`src/rtl/value_tx.sv`:
```
// Serial transmitter for a 4-bit value: start, 4 data bits LSB first,
// even parity, stop. Requests arriving mid-frame are queued (latest wins).
module value_tx #(
    parameter int CLKS_PER_BIT = 16,
    parameter bit AUTO_SEND    = 1'b1
) (
    input  logic       clk,
    input  logic       rst_n,
    input  logic [3:0] data_in,
    input  logic       send,
    output logic       tx,
    output logic       busy,
    output logic       done
);

    localparam int BW = (CLKS_PER_BIT > 2) ? $clog2(CLKS_PER_BIT) : 1;
    localparam logic [BW-1:0] BAUD_MAX = BW'(CLKS_PER_BIT - 1);

    typedef enum logic [2:0] {
        IDLE,
        START,
        DATA,
        PARITY,
        STOP
    } state_t;

    state_t        state_q, state_d;
    logic          tx_q, tx_d;
    logic          busy_q, busy_d;
    logic          done_q, done_d;
    logic [3:0]    shift_q, shift_d;
    logic [3:0]    last_q, last_d;
    logic          pend_q, pend_d;
    logic [3:0]    pend_data_q, pend_data_d;
    logic [BW-1:0] baud_q, baud_d;
    logic [1:0]    idx_q, idx_d;

    logic       req;
    logic       bit_end;
    logic [1:0] idx_nxt;
    logic [3:0] start_val;

    assign req       = send | (AUTO_SEND && (data_in != last_q));
    assign bit_end   = (baud_q == BAUD_MAX);
    assign idx_nxt   = idx_q + 2'd1;
    // A fresh request beats an older queued value.
    assign start_val = req ? data_in : pend_data_q;

    always_comb begin
        state_d     = state_q;
        tx_d        = tx_q;
        busy_d      = busy_q;
        done_d      = 1'b0;
        shift_d     = shift_q;
        last_d      = last_q;
        pend_d      = pend_q;
        pend_data_d = pend_data_q;
        idx_d       = idx_q;
        baud_d      = '0;

        if (state_q != IDLE) begin
            baud_d = bit_end ? '0 : baud_q + 1'b1;
            if (req) begin
                pend_d      = 1'b1;
                pend_data_d = data_in;
            end
        end

        unique case (state_q)
            IDLE: begin
                if (req || pend_q) begin
                    shift_d = start_val;
                    last_d  = start_val;
                    pend_d  = 1'b0;
                    idx_d   = 2'd0;
                    state_d = START;
                    tx_d    = 1'b0;
                    busy_d  = 1'b1;
                end
            end
            START: begin
                if (bit_end) begin
                    state_d = DATA;
                    tx_d    = shift_q[0];
                    idx_d   = 2'd0;
                end
            end
            DATA: begin
                if (bit_end) begin
                    idx_d = idx_nxt;
                    if (idx_nxt == 2'd0) begin
                        state_d = PARITY;
                        tx_d    = ^shift_q;
                    end else begin
                        tx_d = shift_q[idx_nxt];
                    end
                end
            end
            PARITY: begin
                if (bit_end) begin
                    state_d = STOP;
                    tx_d    = 1'b1;
                end
            end
            STOP: begin
                if (bit_end) begin
                    state_d = IDLE;
                    busy_d  = 1'b0;
                    done_d  = 1'b1;
                end
            end
            default: begin
                state_d = IDLE;
                tx_d    = 1'b1;
                busy_d  = 1'b0;
            end
        endcase
    end

    always_ff @(posedge clk or negedge rst_n) begin
        if (!rst_n) begin
            state_q     <= IDLE;
            tx_q        <= 1'b1;
            busy_q      <= 1'b0;
            done_q      <= 1'b0;
            shift_q     <= '0;
            last_q      <= '0;
            pend_q      <= 1'b0;
            pend_data_q <= '0;
            baud_q      <= '0;
            idx_q       <= '0;
        end else begin
            state_q     <= state_d;
            tx_q        <= tx_d;
            busy_q      <= busy_d;
            done_q      <= done_d;
            shift_q     <= shift_d;
            last_q      <= last_d;
            pend_q      <= pend_d;
            pend_data_q <= pend_data_d;
            baud_q      <= baud_d;
            idx_q       <= idx_d;
        end
    end

    assign tx   = tx_q;
    assign busy = busy_q;
    assign done = done_q;

endmodule

```
`config.mk`:
```
export PLATFORM = sky130hd
export DESIGN_NAME = value_tx
export DESIGN_NICKNAME = d
export VERILOG_FILES = /design/src/rtl/value_tx.sv
export SDC_FILE = /design/constraint.sdc
export NUM_CORES = 1
export LEC_CHECK = 0
export CAP_MARGIN = 20
export CORE_MARGIN = 2
export CORE_UTILIZATION = 50
export CTS_CLUSTER_DIAMETER = 30
export DETAILED_ROUTE_END_ITERATION = 12
export PLACE_DENSITY = 0.78
export SLEW_MARGIN = 20
export SYNTH_ARGS = -nofsm -noshare
export SYNTH_HDL_FRONTEND = slang
export SYNTH_SLANG_ARGS = --single-unit
```
`constraint.sdc`:
```
create_clock -name clk -period 2 [get_ports clk]
set_input_delay 0.2 -clock clk [delete_from_list [all_inputs] [get_ports clk]]
set_output_delay 0.2 -clock clk [all_outputs]
set_load 0.05 [all_outputs]
```
* Word-level counts from Yosys, hierarchy flattened *
Cells that the tools add are included.

storage, ports and cells
  bits of input ports = 7
  output and inout port bits = 3
  bits in registers = 21

cells by class
  $add $sub $neg = 2
  reduce and logical (&&, ||, !) cells = 12
  eq/ne operators = 12
  order comparisons = 1
  mux-type cells = 31
  bitwise logic cells = 3

operators with widths
  kind                                                        number
  2-to-1 mux 3 bit                                            6
  case mux 3 bit (5 select lines)                             1
  2-to-1 mux 1 bit                                            14
  2-to-1 mux 4 bit                                            3
  inequality test 2 bit, second input constant                6
  equality test 3 x 2 -> 1 bit, second input constant         2
  2-to-1 mux 2 bit                                            3
  case mux 2 bit (3 select lines)                             1
  AND reduction 6 bit                                         1
  nonzero test 3 bit                                          2
  case mux 1 bit (5 select lines)                             1
  AND reduction 5 bit                                         1
  adder 4 x 1 -> 4 bit, second input constant                 1
  equality test 4 bit, second input constant                  1
  inequality test 4 bit                                       1
  AND reduction 4 bit                                         1
  parity 4 bit                                                1
  equality test 3 x 1 -> 1 bit, second input constant         1
  equality test 3 bit, second input constant                  1
  zero test 3 bit                                             1
  less-than comparator 2 x 3 -> 1 bit, second input constant  1
  case mux 1 bit (3 select lines)                             1
  AND reduction 3 bit                                         1
  OR reduction 3 bit                                          1
  other kinds (7)                                             8

* Depth between registers and ports, before layout *
Gate-level depths: netlist of the first run.

  depth after elaboration = 6
  depth in mapped cells = 7

* Worst setup path after synthesis of the first run *
OpenSTA, ideal clock, no wires.

  path type = reg-to-reg
  from = register idx_q[0]
  to = register tx_q, in the netlist tx
  setup time = 0.107 ns
  stages on the path, launching flop included = 6
  data required time = 1.893 ns
  path buffers = 0
  slack = 0.315 ns
  data arrival time = 1.578 ns
  cell sequence = dfrtp_1 -> ha_1 -> mux4_1 -> mux2_2 -> nand2_1 -> a22oi_1

on the way
  longest elaborated chain between the ends = 6

RTL lines
  what                                    RTL line  RTL
  start, declared                         36        logic [1:0] idx_q, idx_d;
  start signal, assigned                  142       idx_q <= idx_d;
  adder 2 x 1 -> 2 bit (*)                45        assign idx_nxt = idx_q + 2'd1;
  binary-select mux 1 bit (select 2 bit)  95        tx_d = shift_q[idx_nxt];
  2-to-1 mux 1 bit (implied by the code)  95
  2-to-1 mux 1 bit (*)                    91        if (idx_nxt == 2'd0) begin
  2-to-1 mux 1 bit (*)                    89        if (bit_end) begin
  case mux 1 bit (5 select lines) (*)     69        unique case (state_q)
  end signal, assigned                    134       tx_q <= tx_d;
  end, declared                           28        logic tx_q, tx_d;

Mark *: on every way between the ends. The rest lies on a longest branch, timed or not. The select of a mux whose other input is x is not followed.
A chain may end at the register's enable or synchronous reset.

* Worst setup path in the final report of the first run *
  from = register tx_q, in the netlist tx
  to = output tx

RTL lines
  what           RTL line  RTL
  end, declared  11        output logic tx,

No word-level cell between the ends.

==> impl_metrics.csv, run 1 <==
group,metric,value,unit
cells_and_area,area_delta_synth_final,16.12,%
routing,via_per_inst,5.467,
critical_path,worstPathArrival,1670,ps
place,io_buffers,9,
critical_path,critical_path_class,"register to output pin",
critical_path,slowest_stage,"clkdlybuf4s50_1",
yosys,synth_area_leader_cell,"dfrtp_1",
cells_and_area,num_antenna_cells,0,
critical_path,ff2ff_path_depth,5,
clocking,cts-root-buf,"clkbuf_4",
routing,firstDrtPassIters,2,
grt,grt_pass1_wl,3.836,mm
yosys,synth.avg_cell_area,10.66,µm²
critical_path,crit_required,1800,ps
timing,fin_hold_ws,123.5,ps
timing,min_period_over_period,93.50,%
run_status,status,"finished clean",
yosys,synth_area_leaders,"dfrtp_1 (44%), nand2_1 (6.3%), mux2_4 (5.3%), xnor2_1 (4.6%), nor2_1 (3.0%)",
clocking,cts_made_buffers,3,
clocking,cts.repair.resized,0,
critical_path,crit_fanout,2,
yosys,yosys_warnings,0,
routing,wl,2.174,mm
timing,min_period,1870,ps
timing,tns,0,ps
yosys,synth_cell_type_count,34,
floorplanning,die_area,2680,µm²
routing,routedWlPerCell,14.49,µm
routing,route.vias.total,820,
timing,finalSetupViolations,0,
timing,rsz0062_at_grt,"false",
routing,wl_met2,1.050,mm
clocking,clk_pin_slew,130,ps
pwr,powerDensity,528.2,nW/µm²
critical_path,critPathTopFamily,"buffers and inverters",
floorplanning,rows,17,
timing,fmax,0.5348,GHz
critical_path,start_kind,"register",
routing,drtIter0Drc,9,
floorplanning,dieHeight,51.77,µm
min_path,min_path_type,"primary input to asynchronous set/reset pin",
run,maxCapViolations,0,
critical_path,r2r_slack,200,ps
routing,met3_length,50,µm
grt,antenna_found_initial,0,
clocking,cts_tree,"built",
place,dp_cells,146,
yosys,syn-instance-count,107,
pwr,p_leak,0.5701,nW
cells_and_area,final_cell_count_no_fill,150,
floorplanning,pin_count,10,
clocking,worstSkewPairLatency,330,ps
timing,max_slew_margin,65.80,%
timing,drv_slew,0,
yosys,syn-cell-area,1141,µm²
cells_and_area,drive_above_1_share,19.67,%
place,dpl.hpwl,1.701,mm
grt,grt_pass1_vias,848,
timing,worstMarginPinSlew,511.4,ps
grt,grt_overflow,0,
floorplanning,die_x,51.77,µm
floorplanning,core_area,2191,µm²
cells_and_area,layout_commonest_cell,"dfrtp_1",
critical_path,cp-end-kind,"output pin",
yosys,ys_seq_area_share,46.16,%
place,gp_congestion,0.8349,
clocking,cts_hold_buf,0,
routing,wl_met1,1.023,mm
pwr,power,0.6998,mW
floorplanning,start_util,52.08,%
critical_path,max_stage_delay,790,ps
clocking,post-cts-setup-buffers,0,
critical_path,reg2reg_from,"baud_q[0]$_DFF_PN0_",
critical_path,rr_endpoint,"idx_q[0]$_DFFE_PN0P_",
timing,hold_viol_final,0,
routing,drc,0,
timing,fin_skew,11.33,ps
critical_path,worstPathCellList,"clkdlybuf4s50_1",
routing,dr.max_layer_used,"met4",
critical_path,crit_buf_inv,1,
clocking,clock_path_buffers,2,
yosys,postSynthNetCount,116,
routing,detail-route-antenna-nets,0,
yosys,synth_top_area_share,43.86,%
grt,track_usage,19.65,%
cells_and_area,final_cell_mix,"dfrtp_1 (20), nand2_1 (19), nor2_1 (9), clkdlybuf4s50_1 (9)",
pwr,irDropWorstVdd,0.0003894,V
clocking,ctsHtreeMaxLevel,1,
cells_and_area,nNetsFinal,132,
clocking,cts_num_sinks,21,
yosys,ys_ff_latch,21,
grt,grt_max_degree,15,
==> final cells by class <==
cell class / instances / area [µm²]
Fill cell: 173 / 865.8
Inverter: 2 / 7.507
Timing Repair Buffer: 15 / 135.1
Sequential cell: 21 / 526.8
Multi-Input combinational cell: 80 / 590.6
Tap cell: 28 / 35.03
Clock inverter: 1 / 7.507
Clock buffer: 3 / 22.52
==> Yosys cell counts <==
cell,count
a21oi_1,3
xor2_1,3
xor2_2,1
o41ai_2,1
inv_1,2
maj3_1,1
nor3_1,4
nor2_1,9
mux2_4,4
o21ai_0,1
o22ai_1,1
nand3_1,2
dfstp_2,1
mux4_1,1
dfrtp_1,20
o211ai_1,4
buf_2,1
mux2i_1,1
ha_1,2
xnor2_1,6
clkbuf_1,3
nand4_1,4
mux2_1,1
nand3_2,1
mux2_2,1
and3_1,1
nor3_2,2
nor2_4,1
nand2b_1,1
nor3_4,2
a211o_1,1
nand2_1,19
nor2b_1,1
a22oi_1,1
==> report_power, final <==
part	internal, mW	leakage, nW	total, mW	switching [mW]
clock	0.0766	0.0139	0.223	0.146
sequential	0.429	0.256	0.432	0.00301
combinational	0.0225	0.301	0.0448	0.0223
total	0.529	0.570	0.700	0.171
==> worst max path at each step <==
stage	startpoint	end	slack, ps	cells past startpoint
6_report	tx$_DFFE_PN1P_	tx	130	1
5_1_grt	baud_q[0]$_DFF_PN0_	idx_q[0]$_DFFE_PN0P_	50	5
4_1_cts	tx$_DFFE_PN1P_	tx	120	1
3_5_place_dp	data_in[0]	last_q[2]$_DFFE_PN0P_	60	7
3_3_place_gp	data_in[0]	idx_q[0]$_DFFE_PN0P_	150	6
2_1_floorplan	idx_q[0]$_DFFE_PN0P_	tx$_DFFE_PN1P_	320	5
==> flip-flops by register name, indices dropped and copies added (netlist names) <==
name / cells
last_q: 4
tx: 1
idx_q: 2
busy: 1
done: 1
pend_q: 1
state_q: 3
baud_q: 4
pend_data_q: 4
==> through the flow <==
step                      worst slack, ps  util, %  area, µm²
after global placement              154.2    59.11       1295
after CTS                           124.7    60.48       1325
final                               130.0    60.48       1325
after global routing                53.82    60.48       1325
after floorplan                     315.2        -       1141
after detailed placement            64.98    59.11       1295
==> kinds of logic after synthesis <==
family	share of synthesized area [%]
and+or+nand+nor	22.15
AOI/OAI and AO/OA	7.786
muxes	10.42
buffers and inverters	2.083
adders and majority gates	3.070
DFF	46.16
xor gates and xnor gates	8.334
==> routing by layer <==
| layer | vias to the layer above | track usage, % |
|---|---|---|
| li1 | 404 | - |
| met1 | 401 | 25.56 |
| met2 | 10 | 32.48 |
| met3 | 5 | 2.586 |
| met4 | 0 | 9.211 |
| met5 | - | 0 |
Power figures use the tool's default switching activity.
==> inputs of run 2 (changes only) <==
- ABC_AREA: default -> 1
- PLACE_DENSITY: 0.78 -> 0.77
==> run 2 against run 1 <==
  * Sequential power is 4% higher
  * Hold slack gained 97 ps
  * Critical path depth stayed put
  * Cell count up 47%
  * Clock skew decreased by 9.2 ps
  * Register-to-register slack improved by 270 ps
  * Combinational power rose by 130%
  * Synthesized cell count rose by 64%
  * Via count up 35%
  * Utilization fell by 1.9 points
==> impl_metrics.csv, run 2 <==
group,metric,value,unit
clocking,cts_num_sinks,21,
cells_and_area,multiInputGateArea,641.9,µm²
yosys,ys_async_sr_fraction,100.0,%
critical_path,worstPathCellList,"clkdlybuf4s50_1",
timing,fin_skew,2.110,ps
critical_path,cp-end-kind,"output pin",
place,preCtsSetupSlack,316.2,ps
cells_and_area,layout_commonest_cell,"nand2_1",
routing,route.vias.total,1111,
floorplanning,die_x,54.25,µm
routing,routedWlPerCell,11.65,µm
cells_and_area,final_cell_mix,"nand2_1 (73), dfrtp_1 (20), inv_1 (18), nand3_1 (16), nor2_1 (12)",
clocking,worstSkewPairLatency,310,ps
cells_and_area,seq_area,526.8,µm²
grt,grt_use_met2,34.34,%
yosys,synth_most_common_cell,"nand2_1",
critical_path,start_kind,"register",
grt,grt_pass1_vias,1001,
place,io_buffers,9,
critical_path,critPathTopFamily,"buffers and inverters",
yosys,synth_cell_type_count,23,
yosys,postSynthNetCount,185,
critical_path,crit_buf_inv,1,
clocking,clock_path_buffers,2,
run_status,status,"finished clean",
timing,fin_ws,137.3,ps
clocking,post-cts-setup-buffers,0,
routing,wl,2.562,mm
floorplanning,rows,18,
floorplanning,pin_count,10,
yosys,synth-edff-count,0,
critical_path,crit_required,1800,ps
critical_path,worstPathArrival,1660,ps
grt,grt_max_degree,13,
yosys,ys.flop_type,"dfrtp_1",
timing,min_period_over_period,93.14,%
yosys,synth_common_cells,"nand2_1 (73), dfrtp_1 (20), inv_1 (18)",
cells_and_area,nNetsFinal,200,
grt,busiest_layer,"met2",
grt,grtUsageMet3,1.913,%
timing,fin_hold_ws,220.7,ps
critical_path,max_stage_delay,800,ps
critical_path,crit_fanout,2,
pwr,powerDensity,532.4,nW/µm²
timing,min_period,1863,ps
grt,use_met1,25.22,%
cells_and_area,fin_area,1425,µm²
grt,antenna_found_initial,0,
yosys,synth_top_area_share,39.64,%
timing,fmax,0.5368,GHz
clocking,cts_hold_buf,0,
grt,grt_pass1_wl,4.160,mm
yosys,syn-instance-count,176,
cells_and_area,num_antenna_cells,0,
clocking,cts-root-buf,"clkbuf_4",
critical_path,r2r_slack,470,ps
critical_path,critical_path_class,"register to output pin",
cells_and_area,fill_cells,231,
timing,finalSetupViolations,0,
place,gp_congestion,0.8370,
floorplanning,core_area,2432,µm²
yosys,yosys_warnings,0,
pwr,irDropWorstVdd,0.0005081,V
grt,track_usage,19.88,%
routing,via_per_inst,5.050,
clocking,clk_pin_slew,120,ps
timing,hold_viol_final,0,
yosys,ys_seq_area_share,41.72,%
cells_and_area,area_delta_synth_final,12.88,%
timing,worstMarginPinSlew,522.9,ps
place,dpl.hpwl,1.930,mm
clocking,cts_made_buffers,3,
place,placed_cell_area,1398,µm²
yosys,syn-cell-area,1262,µm²
floorplanning,dieHeight,54.25,µm
clocking,cts_tree,"built",
timing,max_slew_margin,65.03,%
yosys,ys_ff_latch,21,
yosys,synth.avg_cell_area,7.173,µm²
pwr,power,0.7588,mW
timing,rsz0062_at_grt,"false",
floorplanning,die_area,2943,µm²
routing,firstDrtPassIters,4,
cells_and_area,top_regs,"baud_q (4), last_q (4), pend_data_q (4)",
yosys,synth_area_leaders,"dfrtp_1 (40%), nand2_1 (22%), nand3_1 (6.3%), inv_1 (5.4%), nor2_1 (3.6%)",
yosys,synth_area_leader_cell,"dfrtp_1",
grt,grt_overflow,0,
clocking,cts.repair.resized,0,
routing,detail-route-antenna-nets,0,
timing,drv_slew,0,
timing,tns,0,ps
min_path,min_path_type,"primary input to asynchronous set/reset pin",
cells_and_area,drive_above_1_share,13.16,%
floorplanning,start_util,51.90,%
clocking,ctsHtreeMaxLevel,1,
run,maxCapViolations,0,
pwr,p_leak,0.8020,nW
routing,drtIter0Drc,19,
routing,drc,0,
critical_path,slowest_stage,"clkdlybuf4s50_1",
-- run 2: changes by cell type in the layout (fill, tap and decap cells not counted), moves of 4 or more --
cell     delta
inv_1      +16
nand2_2     +6
buf_4       -5
nand2_1    +54
mux2_4      -4
xnor2_1     -4
inv_2       +7
nand3_1    +14
-- run 2: routing by layer --
metal	vias to the layer above	share of wire [%]
met4	0	1.8
li1	577	-
met2	18	48
met5	-	0
met3	5	3.1
met1	511	48
-- run 2: through the flow --
step	instances	util, %
4_1_cts	220	58.59
3_3_place_gp	216	57.46
6_report	220	58.59
5_1_grt	220	58.59
2_1_floorplan	176	-
3_5_place_dp	216	57.46
-- run 2: logic make-up after synthesis --
kind of cell | synth area share [%]
compound gates | 4.460
fa+ha+maj | 1.982
simple gates | 42.32
xor+xnor | 2.082
flops | 41.72
buf+inv | 7.433
-- run 2: power breakdown --
| part | switching (mW) | internal, mW | leakage (nW) |
|---|---|---|---|
| Clock | 0.134 | 0.0747 | 0.0177 |
| Sequential | 0.0115 | 0.437 | 0.233 |
| Combinational | 0.0629 | 0.0379 | 0.551 |
-- run 2: area by class of cell --
class	instances	share of cell area (%)
clock buffer	3	1.580
clock inverter	1	0.3512
inverter	25	6.585
multi-input combinational	130	45.04
sequential	21	36.96
tap	30	2.634
timing repair buffer	10	6.848
-- run 2: path summary, 6_finish.rpt --
| path | from | end | cells past startpoint |
|---|---|---|---|
| worst min register to register | baud_q[0]$_DFF_PN0_ | baud_q[0]$_DFF_PN0_ | 1 |
| worst max-delay path | tx$_DFFE_PN1P_ | tx | 1 |
| worst max register to register | baud_q[0]$_DFF_PN0_ | state_q[2]$_DFFE_PN0P_ | 7 |
| min in group clk | baud_q[0]$_DFF_PN0_ | baud_q[0]$_DFF_PN0_ | 1 |
| max in group asynchronous | rst_n | pend_data_q[0]$_DFFE_PN0N_ | 2 |
| worst min-delay path | rst_n | done$_DFF_PN0_ | 1 |
==> inputs of run 3 (changes only) <==
- MAX_ROUTING_LAYER: default -> met4
==> run 3 against run 2 <==
  * Cell count is the same
  * Sequential cell count is the same
  * Clock power is essentially flat
  * First-iteration DRC count shrank 11%
  * Highest routed layer unchanged
  * Fmax is essentially flat
  * Register-to-register slack is essentially flat
  * Non-clock buffer count is the same
  * Critical path depth is the same
==> impl_metrics.csv, run 3 (synthesized netlist as in run 2, its figures left out) <==
group,metric,value,unit
run_status,status,"finished clean",
grt,grt_pass1_wl,4.153,mm
routing,drtIter0Drc,17,
routing,routedWlPerCell,11.63,µm
floorplanning,die_area,2943,µm²
critical_path,rr_endpoint,"state_q[2]$_DFFE_PN0P_",
critical_path,ff2ff_path_depth,7,
routing,drc,0,
run,maxCapViolations,0,
pwr,combPwrFrac,13.3,%
critical_path,critical_path_class,"register to output pin",
pwr,internal-power,0.5500,mW
floorplanning,core_area,2432,µm²
grt,antenna_found_initial,0,
grt,grt_overflow,0,
timing,tns,0,ps
pwr,irDropWorstVdd,0.0005081,V
clocking,ctsHtreeMaxLevel,1,
clocking,cts.repair.resized,0,
pwr,switching_power,0.2086,mW
floorplanning,start_util,51.90,%
floorplanning,dieHeight,54.25,µm
floorplanning,rows,18,
pwr,powerDensity,532.3,nW/µm²
floorplanning,pin_count,10,
cells_and_area,top_regs,"baud_q (4), last_q (4), pend_data_q (4)",
clocking,post-cts-setup-buffers,0,
place,dp_cells,216,
grt,grt_max_degree,13,
critical_path,crit_buf_inv,1,
timing,max_slew_margin,65.16,%
critical_path,cp-end-kind,"output pin",
timing,hold_viol_final,0,
routing,detail-route-antenna-nets,0,
min_path,min_path_type,"primary input to asynchronous set/reset pin",
cells_and_area,area_delta_synth_final,12.88,%
critical_path,reg2reg_from,"baud_q[0]$_DFF_PN0_",
pwr,switching_share,27.49,%
timing,fmax,0.5370,GHz
cells_and_area,final_cell_count_no_fill,220,
routing,via_per_inst,5.045,
timing,finalSetupViolations,0,
clocking,cts_num_sinks,21,
pwr,clkPwrFrac,27.5,%
clocking,worstSkewPairLatency,310,ps
place,gp_congestion,0.8500,
grt,grt_pass1_vias,999,
routing,wl,2.558,mm
clocking,cts_tree,"built",
critical_path,critPathTopFamily,"buffers and inverters",
cells_and_area,num_antenna_cells,0,
cells_and_area,fill_cells,231,
timing,fin_skew,1.884,ps
floorplanning,die_x,54.25,µm
routing,firstDrtPassIters,4,
clocking,cts_made_buffers,3,
critical_path,start_kind,"register",
timing,worstMarginPinSlew,521.0,ps
timing,min_period,1862,ps
critical_path,r2r_slack,470,ps
critical_path,slowest_stage,"clkdlybuf4s50_1",
critical_path,worstPathArrival,1660,ps
critical_path,worstPathCellList,"clkdlybuf4s50_1",
timing,drv_slew,0,
timing,rsz0062_at_grt,"false",
cells_and_area,final_cell_mix,"nand2_1 (73), dfrtp_1 (20), inv_1 (18), nand3_1 (16), nor2_1 (12)",
pwr,seq_power_share,59.2,%
cells_and_area,nNetsFinal,200,
clocking,clk_pin_slew,120,ps
grt,track_usage,20.46,%
routing,route.vias.total,1110,
place,dpl.hpwl,1.930,mm
timing,min_period_over_period,93.11,%
cells_and_area,layout_commonest_cell,"nand2_1",
place,io_buffers,9,
critical_path,crit_required,1800,ps
clocking,cts_hold_buf,0,
cells_and_area,drive_above_1_share,13.16,%
critical_path,crit_fanout,2,
pwr,p_leak,0.8020,nW
clocking,cts-root-buf,"clkbuf_4",
critical_path,max_stage_delay,800,ps
clocking,clock_path_buffers,2,
[run 3: per-stage QoR]
step	hold WS (ps)	utilization, %	power [mW]	cell area [µm²]	setup WS, ps
floorplan	-95.59	-	0.5174	1262	699.1
global placement	442.6	57.46	0.5566	1398	364.9
detailed placement	458.9	57.46	0.5586	1398	316.2
CTS	245.1	58.59	0.7581	1425	142.2
global route	284.2	58.59	0.7815	1425	128.6
finish	220.2	58.59	0.7586	1425	137.8
[run 3: worst max-delay path by stage]
stage	startpoint	slack [ps]	end	depth (start not counted)
4_1_cts	tx$_DFFE_PN1P_	140	tx	1
2_1_floorplan	baud_q[0]$_DFF_PN0_	700	state_q[1]$_DFFE_PN0P_	7
6_report	tx$_DFFE_PN1P_	140	tx	1
3_5_place_dp	data_in[3]	320	last_q[3]$_DFFE_PN0P_	10
3_3_place_gp	data_in[3]	360	last_q[3]$_DFFE_PN0P_	10
5_1_grt	tx$_DFFE_PN1P_	130	tx	1
[run 3: power by group through the flow]
stage	sequential [mW]	combinational, mW	clock [mW]
after floorplan	0.459	0.0588	0
after global placement	0.457	0.0998	0
after detailed placement	0.457	0.101	0
after CTS	0.449	0.102	0.207
after global routing	0.450	0.113	0.218
final	0.449	0.101	0.209
[run 3: layout make-up]
type / count / area [µm²] / share of cell area [%]
clock inverter: 1 / 5.005 / 0.3512
multi-input combinational: 130 / 641.9 / 45.04
tap: 30 / 37.54 / 2.634
inverter: 25 / 93.84 / 6.585
clock buffer: 3 / 22.52 / 1.580
sequential: 21 / 526.8 / 36.96
timing repair buffer: 10 / 97.59 / 6.848
[run 3: per-layer routing]
metal | GRT usage, % | share of wire [%] | wire length (µm) | up-vias
li1 | - | - | - | 577
met1 | 25.40 | 48 | 1218 | 508
met2 | 34.34 | 47 | 1215 | 20
met3 | 1.639 | 3.0 | 78 | 5
met4 | 8.750 | 1.8 | 46 | 0
met5 | - | 0 | 0 | -
